===== config.mk =====
export PLATFORM = sky130hd
export DESIGN_NAME = gat_bram_load_ctrl_flat
export DESIGN_NICKNAME = d
export VERILOG_FILES = /design/src/rtl/gat_bram_load_ctrl_if.sv /design/src/rtl/gat_bram_load_ctrl.sv /design/src/flat_wrapper.sv
export SDC_FILE = /design/constraint.sdc
export NUM_CORES = 1
export LEC_CHECK = 0
export BUFFER_PORTS_ARGS = -buffer_cell sky130_fd_sc_hd__buf_4
export CORE_AREA = 3 3 213 131
export DETAILED_ROUTE_END_ITERATION = 8
export DIE_AREA = 0 0 216 134
export PLACE_DENSITY = 0.82
export SLEW_MARGIN = 20
export SYNTH_ARGS = -nofsm -noshare
export SYNTH_HDL_FRONTEND = slang
export SYNTH_SLANG_ARGS = --single-unit

===== constraint.sdc =====
create_clock -name clk -period 23 [get_ports clk]
set_clock_uncertainty 0.1 [all_clocks]
set_input_delay 1.15 -clock clk [delete_from_list [all_inputs] [get_ports clk]]
set_output_delay 1.15 -clock clk [all_outputs]
set_load 0.03 [all_outputs]

===== src/rtl/gat_bram_load_ctrl_if.sv =====
// ----------------------------------------------------------------------------
// gat_bram_load_ctrl_if
//
// Bundles the host word stream and the four byte-addressed BRAM write ports
// that the GAT input loader drives.
//
//   stream : s_valid, s_data (host -> loader), s_ready (loader -> host)
//   h_data_bram_*      : H data write port       (din/ena/wea/addra)
//   h_node_info_bram_* : node-info write port    (din/ena/wea/addra)
//   wgt_bram_*         : weight write port       (din/ena/wea/addra)
//   subgraph_bram_*    : subgraph-index port     (din/ena/wea/addra)
//
// Modports:
//   master : host / observer side; drives the stream and sees the BRAM ports
//   slave  : loader side; consumes the stream and drives the BRAM ports
// ----------------------------------------------------------------------------
interface gat_bram_load_ctrl_if #(
  parameter int TOP_WIDTH           = 32,
  parameter int H_DATA_ADDR_W       = 18,
  parameter int NODE_INFO_ADDR_W    = 14,
  parameter int WEIGHT_ADDR_W       = 15,
  parameter int SUBGRAPH_IDX_ADDR_W = 14
);

  logic                           s_valid;
  logic [TOP_WIDTH-1:0]           s_data;
  logic                           s_ready;

  logic [TOP_WIDTH-1:0]           h_data_bram_din;
  logic                           h_data_bram_ena;
  logic                           h_data_bram_wea;
  logic [H_DATA_ADDR_W+1:0]       h_data_bram_addra;

  logic [TOP_WIDTH-1:0]           h_node_info_bram_din;
  logic                           h_node_info_bram_ena;
  logic                           h_node_info_bram_wea;
  logic [NODE_INFO_ADDR_W+1:0]    h_node_info_bram_addra;

  logic [TOP_WIDTH-1:0]           wgt_bram_din;
  logic                           wgt_bram_ena;
  logic                           wgt_bram_wea;
  logic [WEIGHT_ADDR_W+1:0]       wgt_bram_addra;

  logic [TOP_WIDTH-1:0]           subgraph_bram_din;
  logic                           subgraph_bram_ena;
  logic                           subgraph_bram_wea;
  logic [SUBGRAPH_IDX_ADDR_W+1:0] subgraph_bram_addra;

  modport master (
    output s_valid, s_data,
    input  s_ready,
    input  h_data_bram_din, h_data_bram_ena, h_data_bram_wea, h_data_bram_addra,
    input  h_node_info_bram_din, h_node_info_bram_ena, h_node_info_bram_wea,
           h_node_info_bram_addra,
    input  wgt_bram_din, wgt_bram_ena, wgt_bram_wea, wgt_bram_addra,
    input  subgraph_bram_din, subgraph_bram_ena, subgraph_bram_wea, subgraph_bram_addra
  );

  modport slave (
    input  s_valid, s_data,
    output s_ready,
    output h_data_bram_din, h_data_bram_ena, h_data_bram_wea, h_data_bram_addra,
    output h_node_info_bram_din, h_node_info_bram_ena, h_node_info_bram_wea,
           h_node_info_bram_addra,
    output wgt_bram_din, wgt_bram_ena, wgt_bram_wea, wgt_bram_addra,
    output subgraph_bram_din, subgraph_bram_ena, subgraph_bram_wea, subgraph_bram_addra
  );

endinterface


===== src/rtl/gat_bram_load_ctrl.sv =====
// ----------------------------------------------------------------------------
// gat_bram_load_ctrl
//
// Loads the four GAT input BRAMs from a single 32-bit valid/ready stream.
// Segments arrive back-to-back in the order H data, H node info, weight,
// subgraph index. Each accepted word is written one cycle later to its BRAM at
// byte address {word_index, 2'b00}. A per-segment load_done level rises one
// cycle after that segment's final write strobe.
//
// Ports:
//   clk, rst           : clock, asynchronous active-high reset
//   start              : pulse; accepted in IDLE/DONE when not busy
//   len_*              : per-segment word counts, sampled at accepted start
//   bus (slave)        : stream in (s_valid/s_data/s_ready) and BRAM write ports
//   *_load_done        : per-segment completion levels
//   busy               : load sequence in progress
//   len_err            : sticky; a sampled length exceeded its BRAM depth
// ----------------------------------------------------------------------------
module gat_bram_load_ctrl #(
  parameter int TOP_WIDTH           = 32,
  parameter int H_DATA_ADDR_W       = 18,
  parameter int NODE_INFO_ADDR_W    = 14,
  parameter int WEIGHT_ADDR_W       = 15,
  parameter int SUBGRAPH_IDX_ADDR_W = 14,
  parameter int LEN_W               = 20
) (
  input  logic                 clk,
  input  logic                 rst,
  input  logic                 start,
  input  logic [LEN_W-1:0]     len_h_data,
  input  logic [LEN_W-1:0]     len_node_info,
  input  logic [LEN_W-1:0]     len_wgt,
  input  logic [LEN_W-1:0]     len_subgraph,
  gat_bram_load_ctrl_if.slave  bus,
  output logic                 h_data_bram_load_done,
  output logic                 h_node_info_bram_load_done,
  output logic                 wgt_bram_load_done,
  output logic                 subgraph_load_done,
  output logic                 busy,
  output logic                 len_err
);

  typedef enum logic [2:0] {
    IDLE, CHECK, LOAD_H, LOAD_NI, LOAD_WGT, LOAD_SG, DONE
  } state_t;

  // BRAM depths in words, one bit wider than the length inputs so a depth of
  // exactly 2^LEN_W would still be representable.
  localparam logic [LEN_W:0] ONE       = {{LEN_W{1'b0}}, 1'b1};
  localparam logic [LEN_W:0] H_DEPTH   = ONE << H_DATA_ADDR_W;
  localparam logic [LEN_W:0] NI_DEPTH  = ONE << NODE_INFO_ADDR_W;
  localparam logic [LEN_W:0] WGT_DEPTH = ONE << WEIGHT_ADDR_W;
  localparam logic [LEN_W:0] SG_DEPTH  = ONE << SUBGRAPH_IDX_ADDR_W;

  state_t           state_q, state_d;
  logic [LEN_W-1:0] len_h_q, len_ni_q, len_wgt_q, len_sg_q;
  logic [LEN_W-1:0] word_cnt_q;
  logic [3:0]       done_q;       // {sg, wgt, ni, h}
  logic [3:0]       done_pend_q;  // last write of a segment is on the port now
  logic             busy_q;
  logic             len_err_q;

  logic [LEN_W-1:0] cur_len;
  logic [1:0]       seg;
  logic             in_load;
  logic             s_ready;
  logic             beat;
  logic             seg_last;
  logic             seg_empty;
  logic             seg_adv;
  logic             start_ok;
  logic             len_bad;

  // --------------------------------------------------------------------------
  // State register
  // --------------------------------------------------------------------------
  // NOTE: sequential state uses non-blocking assignments so every register
  // samples pre-edge values, independent of process evaluation order.
  always_ff @(posedge clk or posedge rst) begin
    if (rst) state_q <= IDLE;
    else     state_q <= state_d;
  end

  // --------------------------------------------------------------------------
  // Next-state and handshake decode
  // --------------------------------------------------------------------------
  // NOTE: every signal written here gets a default first, so no path through
  // the case statements can leave one unassigned and infer a latch.
  always_comb begin
    state_d = state_q;
    cur_len = '0;
    seg     = 2'd0;
    in_load = 1'b0;

    case (state_q)
      LOAD_H:   begin in_load = 1'b1; seg = 2'd0; cur_len = len_h_q;   end
      LOAD_NI:  begin in_load = 1'b1; seg = 2'd1; cur_len = len_ni_q;  end
      LOAD_WGT: begin in_load = 1'b1; seg = 2'd2; cur_len = len_wgt_q; end
      LOAD_SG:  begin in_load = 1'b1; seg = 2'd3; cur_len = len_sg_q;  end
      default:  ;
    endcase

    s_ready   = in_load && (word_cnt_q != cur_len);
    beat      = s_ready && bus.s_valid;
    seg_last  = beat && ((word_cnt_q + LEN_W'(1)) == cur_len);
    // A zero-length segment sits in its state for one cycle, then completes.
    seg_empty = in_load && (cur_len == '0);
    seg_adv   = seg_last || seg_empty;

    // busy stays high one cycle into DONE while the last done flag settles;
    // a start in that cycle is ignored like any other start while busy.
    start_ok  = start && !busy_q && ((state_q == IDLE) || (state_q == DONE));

    len_bad   = ({1'b0, len_h_q}   > H_DEPTH)   ||
                ({1'b0, len_ni_q}  > NI_DEPTH)  ||
                ({1'b0, len_wgt_q} > WGT_DEPTH) ||
                ({1'b0, len_sg_q}  > SG_DEPTH);

    case (state_q)
      IDLE, DONE: if (start_ok) state_d = CHECK;
      CHECK:      state_d = len_bad ? IDLE : LOAD_H;
      LOAD_H:     if (seg_adv) state_d = LOAD_NI;
      LOAD_NI:    if (seg_adv) state_d = LOAD_WGT;
      LOAD_WGT:   if (seg_adv) state_d = LOAD_SG;
      LOAD_SG:    if (seg_adv) state_d = DONE;
      default:    state_d = IDLE;
    endcase
  end

  assign bus.s_ready = s_ready;

  // --------------------------------------------------------------------------
  // Datapath: length capture, word counter, BRAM write ports, status flags
  // --------------------------------------------------------------------------
  always_ff @(posedge clk or posedge rst) begin
    if (rst) begin
      len_h_q                    <= '0;
      len_ni_q                   <= '0;
      len_wgt_q                  <= '0;
      len_sg_q                   <= '0;
      word_cnt_q                 <= '0;
      done_q                     <= '0;
      done_pend_q                <= '0;
      busy_q                     <= 1'b0;
      len_err_q                  <= 1'b0;
      bus.h_data_bram_din        <= '0;
      bus.h_data_bram_ena        <= 1'b0;
      bus.h_data_bram_wea        <= 1'b0;
      bus.h_data_bram_addra      <= '0;
      bus.h_node_info_bram_din   <= '0;
      bus.h_node_info_bram_ena   <= 1'b0;
      bus.h_node_info_bram_wea   <= 1'b0;
      bus.h_node_info_bram_addra <= '0;
      bus.wgt_bram_din           <= '0;
      bus.wgt_bram_ena           <= 1'b0;
      bus.wgt_bram_wea           <= 1'b0;
      bus.wgt_bram_addra         <= '0;
      bus.subgraph_bram_din      <= '0;
      bus.subgraph_bram_ena      <= 1'b0;
      bus.subgraph_bram_wea      <= 1'b0;
      bus.subgraph_bram_addra    <= '0;
    end else begin
      // Strobes are single-cycle; din/addra hold their last written value.
      bus.h_data_bram_ena      <= 1'b0;
      bus.h_data_bram_wea      <= 1'b0;
      bus.h_node_info_bram_ena <= 1'b0;
      bus.h_node_info_bram_wea <= 1'b0;
      bus.wgt_bram_ena         <= 1'b0;
      bus.wgt_bram_wea         <= 1'b0;
      bus.subgraph_bram_ena    <= 1'b0;
      bus.subgraph_bram_wea    <= 1'b0;

      // A segment's done flag follows its final write strobe by one cycle.
      done_pend_q <= '0;
      done_q      <= done_q | done_pend_q;

      if (start_ok) begin
        len_h_q    <= len_h_data;
        len_ni_q   <= len_node_info;
        len_wgt_q  <= len_wgt;
        len_sg_q   <= len_subgraph;
        word_cnt_q <= '0;
        done_q     <= '0;
        len_err_q  <= 1'b0;
        busy_q     <= 1'b1;
      end

      if ((state_q == CHECK) && len_bad) begin
        len_err_q <= 1'b1;
        busy_q    <= 1'b0;
      end

      if (beat) begin
        word_cnt_q <= seg_last ? '0 : word_cnt_q + LEN_W'(1);
        if (seg_last) done_pend_q[seg] <= 1'b1;
        // word_cnt_q < len <= depth, so the truncating casts lose nothing.
        case (seg)
          2'd0: begin
            bus.h_data_bram_din   <= bus.s_data;
            bus.h_data_bram_ena   <= 1'b1;
            bus.h_data_bram_wea   <= 1'b1;
            bus.h_data_bram_addra <= {H_DATA_ADDR_W'(word_cnt_q), 2'b00};
          end
          2'd1: begin
            bus.h_node_info_bram_din   <= bus.s_data;
            bus.h_node_info_bram_ena   <= 1'b1;
            bus.h_node_info_bram_wea   <= 1'b1;
            bus.h_node_info_bram_addra <= {NODE_INFO_ADDR_W'(word_cnt_q), 2'b00};
          end
          2'd2: begin
            bus.wgt_bram_din   <= bus.s_data;
            bus.wgt_bram_ena   <= 1'b1;
            bus.wgt_bram_wea   <= 1'b1;
            bus.wgt_bram_addra <= {WEIGHT_ADDR_W'(word_cnt_q), 2'b00};
          end
          default: begin
            bus.subgraph_bram_din   <= bus.s_data;
            bus.subgraph_bram_ena   <= 1'b1;
            bus.subgraph_bram_wea   <= 1'b1;
            bus.subgraph_bram_addra <= {SUBGRAPH_IDX_ADDR_W'(word_cnt_q), 2'b00};
          end
        endcase
      end

      if (seg_empty) done_q[seg] <= 1'b1;

      // busy drops together with the subgraph done flag.
      if (done_pend_q[3] || (seg_empty && (seg == 2'd3))) busy_q <= 1'b0;
    end
  end

  assign h_data_bram_load_done      = done_q[0];
  assign h_node_info_bram_load_done = done_q[1];
  assign wgt_bram_load_done         = done_q[2];
  assign subgraph_load_done         = done_q[3];
  assign busy                       = busy_q;
  assign len_err                    = len_err_q;

endmodule


===== src/flat_wrapper.sv =====
// flat-port wrapper written by rule: the top's interface ports become plain ports
module gat_bram_load_ctrl_flat 
#(
  parameter int TOP_WIDTH           = 32,
  parameter int H_DATA_ADDR_W       = 18,
  parameter int NODE_INFO_ADDR_W    = 14,
  parameter int WEIGHT_ADDR_W       = 15,
  parameter int SUBGRAPH_IDX_ADDR_W = 14,
  parameter int LEN_W               = 20
)
  (clk, rst, start, len_h_data, len_node_info, len_wgt, len_subgraph, h_data_bram_load_done, h_node_info_bram_load_done, wgt_bram_load_done, subgraph_load_done, busy, len_err, bus_s_valid, bus_s_data, bus_s_ready, bus_h_data_bram_din, bus_h_data_bram_ena, bus_h_data_bram_wea, bus_h_data_bram_addra, bus_h_node_info_bram_din, bus_h_node_info_bram_ena, bus_h_node_info_bram_wea, bus_h_node_info_bram_addra, bus_wgt_bram_din, bus_wgt_bram_ena, bus_wgt_bram_wea, bus_wgt_bram_addra, bus_subgraph_bram_din, bus_subgraph_bram_ena, bus_subgraph_bram_wea, bus_subgraph_bram_addra);
  gat_bram_load_ctrl_if #(.TOP_WIDTH(TOP_WIDTH), .H_DATA_ADDR_W(H_DATA_ADDR_W), .NODE_INFO_ADDR_W(NODE_INFO_ADDR_W), .WEIGHT_ADDR_W(WEIGHT_ADDR_W), .SUBGRAPH_IDX_ADDR_W(SUBGRAPH_IDX_ADDR_W)) bus_i ();
  input  logic clk;
  input  logic rst;
  input  logic start;
  input  logic [LEN_W-1:0] len_h_data;
  input  logic [LEN_W-1:0] len_node_info;
  input  logic [LEN_W-1:0] len_wgt;
  input  logic [LEN_W-1:0] len_subgraph;
  output logic h_data_bram_load_done;
  output logic h_node_info_bram_load_done;
  output logic wgt_bram_load_done;
  output logic subgraph_load_done;
  output logic busy;
  output logic len_err;
  input wire logic [$bits(bus_i.s_valid)-1:0] bus_s_valid;
  input wire logic [$bits(bus_i.s_data)-1:0] bus_s_data;
  output wire logic [$bits(bus_i.s_ready)-1:0] bus_s_ready;
  output wire logic [$bits(bus_i.h_data_bram_din)-1:0] bus_h_data_bram_din;
  output wire logic [$bits(bus_i.h_data_bram_ena)-1:0] bus_h_data_bram_ena;
  output wire logic [$bits(bus_i.h_data_bram_wea)-1:0] bus_h_data_bram_wea;
  output wire logic [$bits(bus_i.h_data_bram_addra)-1:0] bus_h_data_bram_addra;
  output wire logic [$bits(bus_i.h_node_info_bram_din)-1:0] bus_h_node_info_bram_din;
  output wire logic [$bits(bus_i.h_node_info_bram_ena)-1:0] bus_h_node_info_bram_ena;
  output wire logic [$bits(bus_i.h_node_info_bram_wea)-1:0] bus_h_node_info_bram_wea;
  output wire logic [$bits(bus_i.h_node_info_bram_addra)-1:0] bus_h_node_info_bram_addra;
  output wire logic [$bits(bus_i.wgt_bram_din)-1:0] bus_wgt_bram_din;
  output wire logic [$bits(bus_i.wgt_bram_ena)-1:0] bus_wgt_bram_ena;
  output wire logic [$bits(bus_i.wgt_bram_wea)-1:0] bus_wgt_bram_wea;
  output wire logic [$bits(bus_i.wgt_bram_addra)-1:0] bus_wgt_bram_addra;
  output wire logic [$bits(bus_i.subgraph_bram_din)-1:0] bus_subgraph_bram_din;
  output wire logic [$bits(bus_i.subgraph_bram_ena)-1:0] bus_subgraph_bram_ena;
  output wire logic [$bits(bus_i.subgraph_bram_wea)-1:0] bus_subgraph_bram_wea;
  output wire logic [$bits(bus_i.subgraph_bram_addra)-1:0] bus_subgraph_bram_addra;
  assign bus_i.s_valid = bus_s_valid;
  assign bus_i.s_data = bus_s_data;
  assign bus_s_ready = bus_i.s_ready;
  assign bus_h_data_bram_din = bus_i.h_data_bram_din;
  assign bus_h_data_bram_ena = bus_i.h_data_bram_ena;
  assign bus_h_data_bram_wea = bus_i.h_data_bram_wea;
  assign bus_h_data_bram_addra = bus_i.h_data_bram_addra;
  assign bus_h_node_info_bram_din = bus_i.h_node_info_bram_din;
  assign bus_h_node_info_bram_ena = bus_i.h_node_info_bram_ena;
  assign bus_h_node_info_bram_wea = bus_i.h_node_info_bram_wea;
  assign bus_h_node_info_bram_addra = bus_i.h_node_info_bram_addra;
  assign bus_wgt_bram_din = bus_i.wgt_bram_din;
  assign bus_wgt_bram_ena = bus_i.wgt_bram_ena;
  assign bus_wgt_bram_wea = bus_i.wgt_bram_wea;
  assign bus_wgt_bram_addra = bus_i.wgt_bram_addra;
  assign bus_subgraph_bram_din = bus_i.subgraph_bram_din;
  assign bus_subgraph_bram_ena = bus_i.subgraph_bram_ena;
  assign bus_subgraph_bram_wea = bus_i.subgraph_bram_wea;
  assign bus_subgraph_bram_addra = bus_i.subgraph_bram_addra;
  gat_bram_load_ctrl #(.TOP_WIDTH(TOP_WIDTH), .H_DATA_ADDR_W(H_DATA_ADDR_W), .NODE_INFO_ADDR_W(NODE_INFO_ADDR_W), .WEIGHT_ADDR_W(WEIGHT_ADDR_W), .SUBGRAPH_IDX_ADDR_W(SUBGRAPH_IDX_ADDR_W), .LEN_W(LEN_W)) u_core (.clk(clk), .rst(rst), .start(start), .len_h_data(len_h_data), .len_node_info(len_node_info), .len_wgt(len_wgt), .len_subgraph(len_subgraph), .bus(bus_i), .h_data_bram_load_done(h_data_bram_load_done), .h_node_info_bram_load_done(h_node_info_bram_load_done), .wgt_bram_load_done(wgt_bram_load_done), .subgraph_load_done(subgraph_load_done), .busy(busy), .len_err(len_err));
endmodule

# Word level (Yosys, flattened, before mapping)
# Index checks and enable logic that the tools add are counted.
# word_totals
regBits	306
latchBits	0
mem_bits_rw	0
mem_bits_ro	0
in_bits	116
out_inout_bits	212
wordCells	110
n_memories	0
# classes
addsub	1
multipliers	0
div_mod_pow	0
n_lt_le_gt_ge	6
n_eq_ne	16
shifts	0
muxes	32
bitwise	3
n_reduce_logical	30
# op_table
op	n
case mux 20 bit (4 select lines)	1
2-to-1 mux 20 bit	3
greater-than comparator 20 x 15 -> 1 bit, second input constant	2
adder 20 x 1 -> 20 bit, second input constant	1
== test 20 bit	1
greater-than comparator 20 x 16 -> 1 bit, second input constant	1
greater-than comparator 20 x 19 -> 1 bit, second input constant	1
logical NOT 20 bit	1
!= test 20 bit	1
case mux 3 bit (6 select lines)	1
2-to-1 mux 4 bit	4
2-to-1 mux 1 bit	15
2-to-1 mux 3 bit	5
!= test 2 x 1 -> 1 bit, second input constant	5
== test 3 bit, second input constant	3
logical AND 1 bit	9
bitwise OR 4 bit	2
AND reduction 2 bit	4
== test 3 x 2 -> 1 bit, second input constant	2
logical OR 1 bit	6
case mux 2 bit (3 select lines)	1
AND reduction 5 bit	1
== test 2 bit, second input constant	2
nonzero test 2 bit	2
other kinds (14)	14

# Depth between registers and ports, before layout
# depth
depth_word	9
ltp_mapped	15

# Worst setup path after synthesis
# Ideal clock, no wire load.
# synth_path
path_type	register -> output
start	register u_core.state_q[1]
end	output port bus_s_ready
t_arrival_ps	2084
slack_ps	19666
stages_incl_launch_ff	9
n_path_buf	2
path_cell_list	dfrtp_1 -> nand2b_1 -> buf_2 -> buf_2 -> o32ai_1 -> nor2_1 -> a2111oi_0 -> nand4_1 -> o21a_1
# synth_between
elab_chain_len	4
word_cells_on_any_way	9
# synth_lines
item	line_no	rtl
start, declared	gat_bram_load_ctrl.sv:55	state_t state_q, state_d;
start signal, assigned	gat_bram_load_ctrl.sv:81	else state_q <= state_d;
== test 3 bit or == test 3 x 2 -> 1 bit (tied branches)	gat_bram_load_ctrl.sv:95	case (state_q)
case mux 20 bit (4 select lines) or OR reduction 4 bit (tied branches)	--	
!= test 20 bit or 2-to-1 mux 1 bit (tied branches)	gat_bram_load_ctrl.sv:103, gat_bram_load_ctrl.sv:95	
logical AND 1 bit (*)	gat_bram_load_ctrl.sv:103	s_ready = in_load && (word_cnt_q != cur_len);
end, declared	flat_wrapper.sv:28	output wire logic [$bits(bus_i.s_ready)-1:0] bus_s_ready;
# Mark *: on every way between the ends. The rest lies on a longest branch, timed or not.

# Final worst setup path
# layout_path
start	register u_core.state_q[2]
end	output port bus_s_ready
# Same word-level chain as after synthesis.

==> results_dict.tcl <==
set metrics [dict create \
    outcome "finished, final reports clean" \
    r2r_setup_slack_ps 18430 \
    clock-sinks 306 \
    ant_nets 0 \
    drt_iter0_drc 851 \
    drive_gt1_share_pct 43.5 \
    ys_seq_area_share_pct 54.5 \
    drcViolationCount 0 \
    async_flop_share_pct 100 \
    ys_seq_elements 306 \
    min_from "u_core.done_pend_q[3]" \
    end_kind "output port" \
    power_density_nw_per_um2 142 \
    cts_tree "built" \
    r2r_cells 10 \
    final_cells 1764 \
    hold-path-cell-count 1 \
    synthCells 1101 \
    synth_ff_type "dfrtp_1" \
    syn-cell-area_sq_um 14100 \
    ctsHoldBuffers 0 \
    coreArea_sq_um 26200 \
    synth-edff-count 0 \
    crit_path_start "u_core.state_q[2]" \
    cp.arrival_ps 3830 \
    drt-total-wl_mm 39.3 \
    antenna_found_initial 1 \
    layout_commonest_cell "buf_4" \
    reg2reg_from "u_core.state_q[2]" \
    hp-class "reg2reg" \
    dp_hpwl_mm 28.1 \
    dpl_cell_area_sq_um 16500 \
    rows 46 \
    fin_tns_setup_ps 0 \
    grt_pass1_wl_mm 59.8 \
    design_area_sq_um 17500 \
    finalSetupViolations 0 \
    postCtsSetupBuffers 0 \
    die_y_microns 134 \
    rsz0062_at_grt "false" \
    htreeDepth 1 \
    diodes 0 \
    portBuffers 319 \
    die_x_microns 216 \
    area_growth_pct 24.6 \
    dr.pass1.iters 5 \
    cp_max_fo 44 \
    ir_drop_mv 0.115 \
    rr_endpoint "u_core.bus.h_data_bram_din[20]" \
    final_max_slew_viol_count 0 \
    drv_cap 0 \
    yosys_warnings 0 \
    num_vias 10206 \
    ioPinCount 328 \
    dieArea_sq_um 28900 \
    num-nets-final 1502 \
    whs_endpoint "u_core.busy" \
    gp_congestion 0.956 \
    fin_util_pct 66.7 \
    grt_overflow_total 0 \
    vias_per_cell 5.79 \
    max-slew-margin-rel_pct 40.6 \
    synth.avg_cell_area_sq_um 12.8 \
    clk_latency_ps 560 \
    worst_slew_pin_slew_ps 891 \
    dp.cells 1715 \
    clk_pin_slew_ps 60 \
    fin_crit_sh_pct 22.1 \
    layout_common_cells "buf_4 (333), dfrtp_1 (305), mux2_2 (211), nand2_1 (64), mux2_1 (36)" \
    p_total_mw 2.49 \
    start_util_pct 53.6 \
    ctsResizeCount 0 \
    p_leak_nw 8.36 \
    cts_root_buf "clkbuf_16" \
    grt_pass1_vias 9929 \
    hold_viol 0 \
    cts_buffer_depth 3 \
    grt_max_degree 94 \
    worstPathRequired_ps 21750 \
    cp-start-kind "register" \
    synth.distinct_cells 75 \
    wl_per_cell_microns 22.3 \
    crit_type "reg2out" \
    fmax_ghz 0.197 \
    post-route-min-period_ps 5080 \
    cts_buffers 28 \
    grtUsageTotal_pct 26.3 \
]
[kinds of logic after synthesis]
| logic type | after synthesis | share of synthesized area [%] |
|---|---|---|
| other cells | 1 | 0.0267 |
| flops | 306 | 54.5 |
| mux | 275 | 21.8 |
| fa+ha+maj | 1 | 0.0890 |
| compound gates | 111 | 5.22 |
| buf+inv | 102 | 4.13 |
| xor+xnor | 32 | 2.38 |
| simple gates | 273 | 11.9 |
[power breakdown]
part	total [mW]	switching (mW)	internal, mW
combinational	1.07	0.619	0.455
sequential	0.919	0.173	0.746
clock	0.501	0.207	0.294
[per-layer routing]
metal  vias to the layer above  GRT usage [%]  share of wire [%]  wire, microns
met4                         0           3.93                1.5            582
met2                       438           38.2                 43          16800
met5                         -              0                  0              0
met1                      5145           39.8                 45          17800
met3                        46           8.47                 10           4090
li1                       4577              -                  -              -
[worst max-delay path by stage]
stage                                             to  slack, ps
global route                             bus_s_ready      17710
detailed placement    u_core.bus.h_data_bram_din[26]      18670
global placement      u_core.bus.h_data_bram_din[26]      18720
finish                                   bus_s_ready      17920
CTS                                      bus_s_ready      18110
floorplan           u_core.bus.h_data_bram_addra[10]      13290
[critical path, stage by stage, from the launching register on]
cell	delay [ps]
dfrtp_1	330
buf_4	340
nand2b_1	550
o22ai_1	630
nand2_1	100
a2111oi_0	440
nand4_1	360
o21a_1	330
buf_4	180
[through the flow]
stage                     worst slack, ps  hold WS [ps]
after floorplan                     13290           309
after global placement              18720           327
after detailed placement            18670           345
after CTS                           18110           360
after global routing                17710           374
final                               17920           363
[registers in the layout (all words and copies together), names as in the netlist, 3 cells and up]
register                           flops
u_core.bus.wgt_bram_addra             15
u_core.bus.wgt_bram_din               32
u_core.bus.h_node_info_bram_din       32
u_core.bus.subgraph_bram_addra        14
u_core.done_q                          4
u_core.bus.h_data_bram_din            32
u_core.state_q                         3
u_core.bus.subgraph_bram_din          32
u_core.len_wgt_q                      20
u_core.len_ni_q                       20
u_core.bus.h_data_bram_addra          18
u_core.len_h_q                        20
u_core.bus.h_node_info_bram_addra     14
u_core.word_cnt_q                     20
u_core.done_pend_q                     4
u_core.len_sg_q                       20
[Yosys cell counts (3+ instances only)]
master / number / share of area, %
xnor2_1: 18 / 1.1
xnor3_1: 4 / 0.64
inv_1: 13 / 0.35
or4bb_1: 5 / 0.40
and2_1: 4 / 0.18
nor4_4: 4 / 0.61
nand3_1: 22 / 0.78
nor4_2: 3 / 0.27
nand3b_1: 5 / 0.27
o211ai_1: 3 / 0.16
buf_2: 26 / 0.93
nand2b_1: 7 / 0.31
nor2b_1: 5 / 0.22
nor4_1: 27 / 1.2
nor4bb_1: 10 / 0.71
mux2i_1: 28 / 2.0
nand4b_1: 9 / 0.56
nor2_1: 31 / 0.83
buf_4: 28 / 1.5
and3_1: 4 / 0.18
o311ai_0: 4 / 0.25
a21oi_1: 17 / 0.61
or4_1: 4 / 0.21
xor2_1: 10 / 0.62
and4_1: 3 / 0.19
nand4_1: 20 / 0.89
a2111oi_0: 3 / 0.19
nand2_1: 64 / 1.7
dfrtp_1: 306 / 54
o21ai_0: 32 / 1.1
mux2_2: 211 / 17
o21ai_1: 5 / 0.18
nor3b_1: 7 / 0.37
buf_6: 8 / 0.64
nor3_1: 16 / 0.57
mux2_1: 36 / 2.9
o22ai_1: 16 / 0.71
clkbuf_1: 24 / 0.64
and4b_1: 10 / 0.71
a22oi_1: 3 / 0.16
[cell type report]
cell class / count / area, sq um
inverter: 15 / 63.8
tap: 360 / 450
fill: 1999 / 8730
multi-input combinational: 700 / 5860
timing repair buffer: 334 / 2510
sequential: 306 / 7660
clock inverter: 13 / 204
clock buffer: 36 / 772
(Power assumes the default switching activity.)
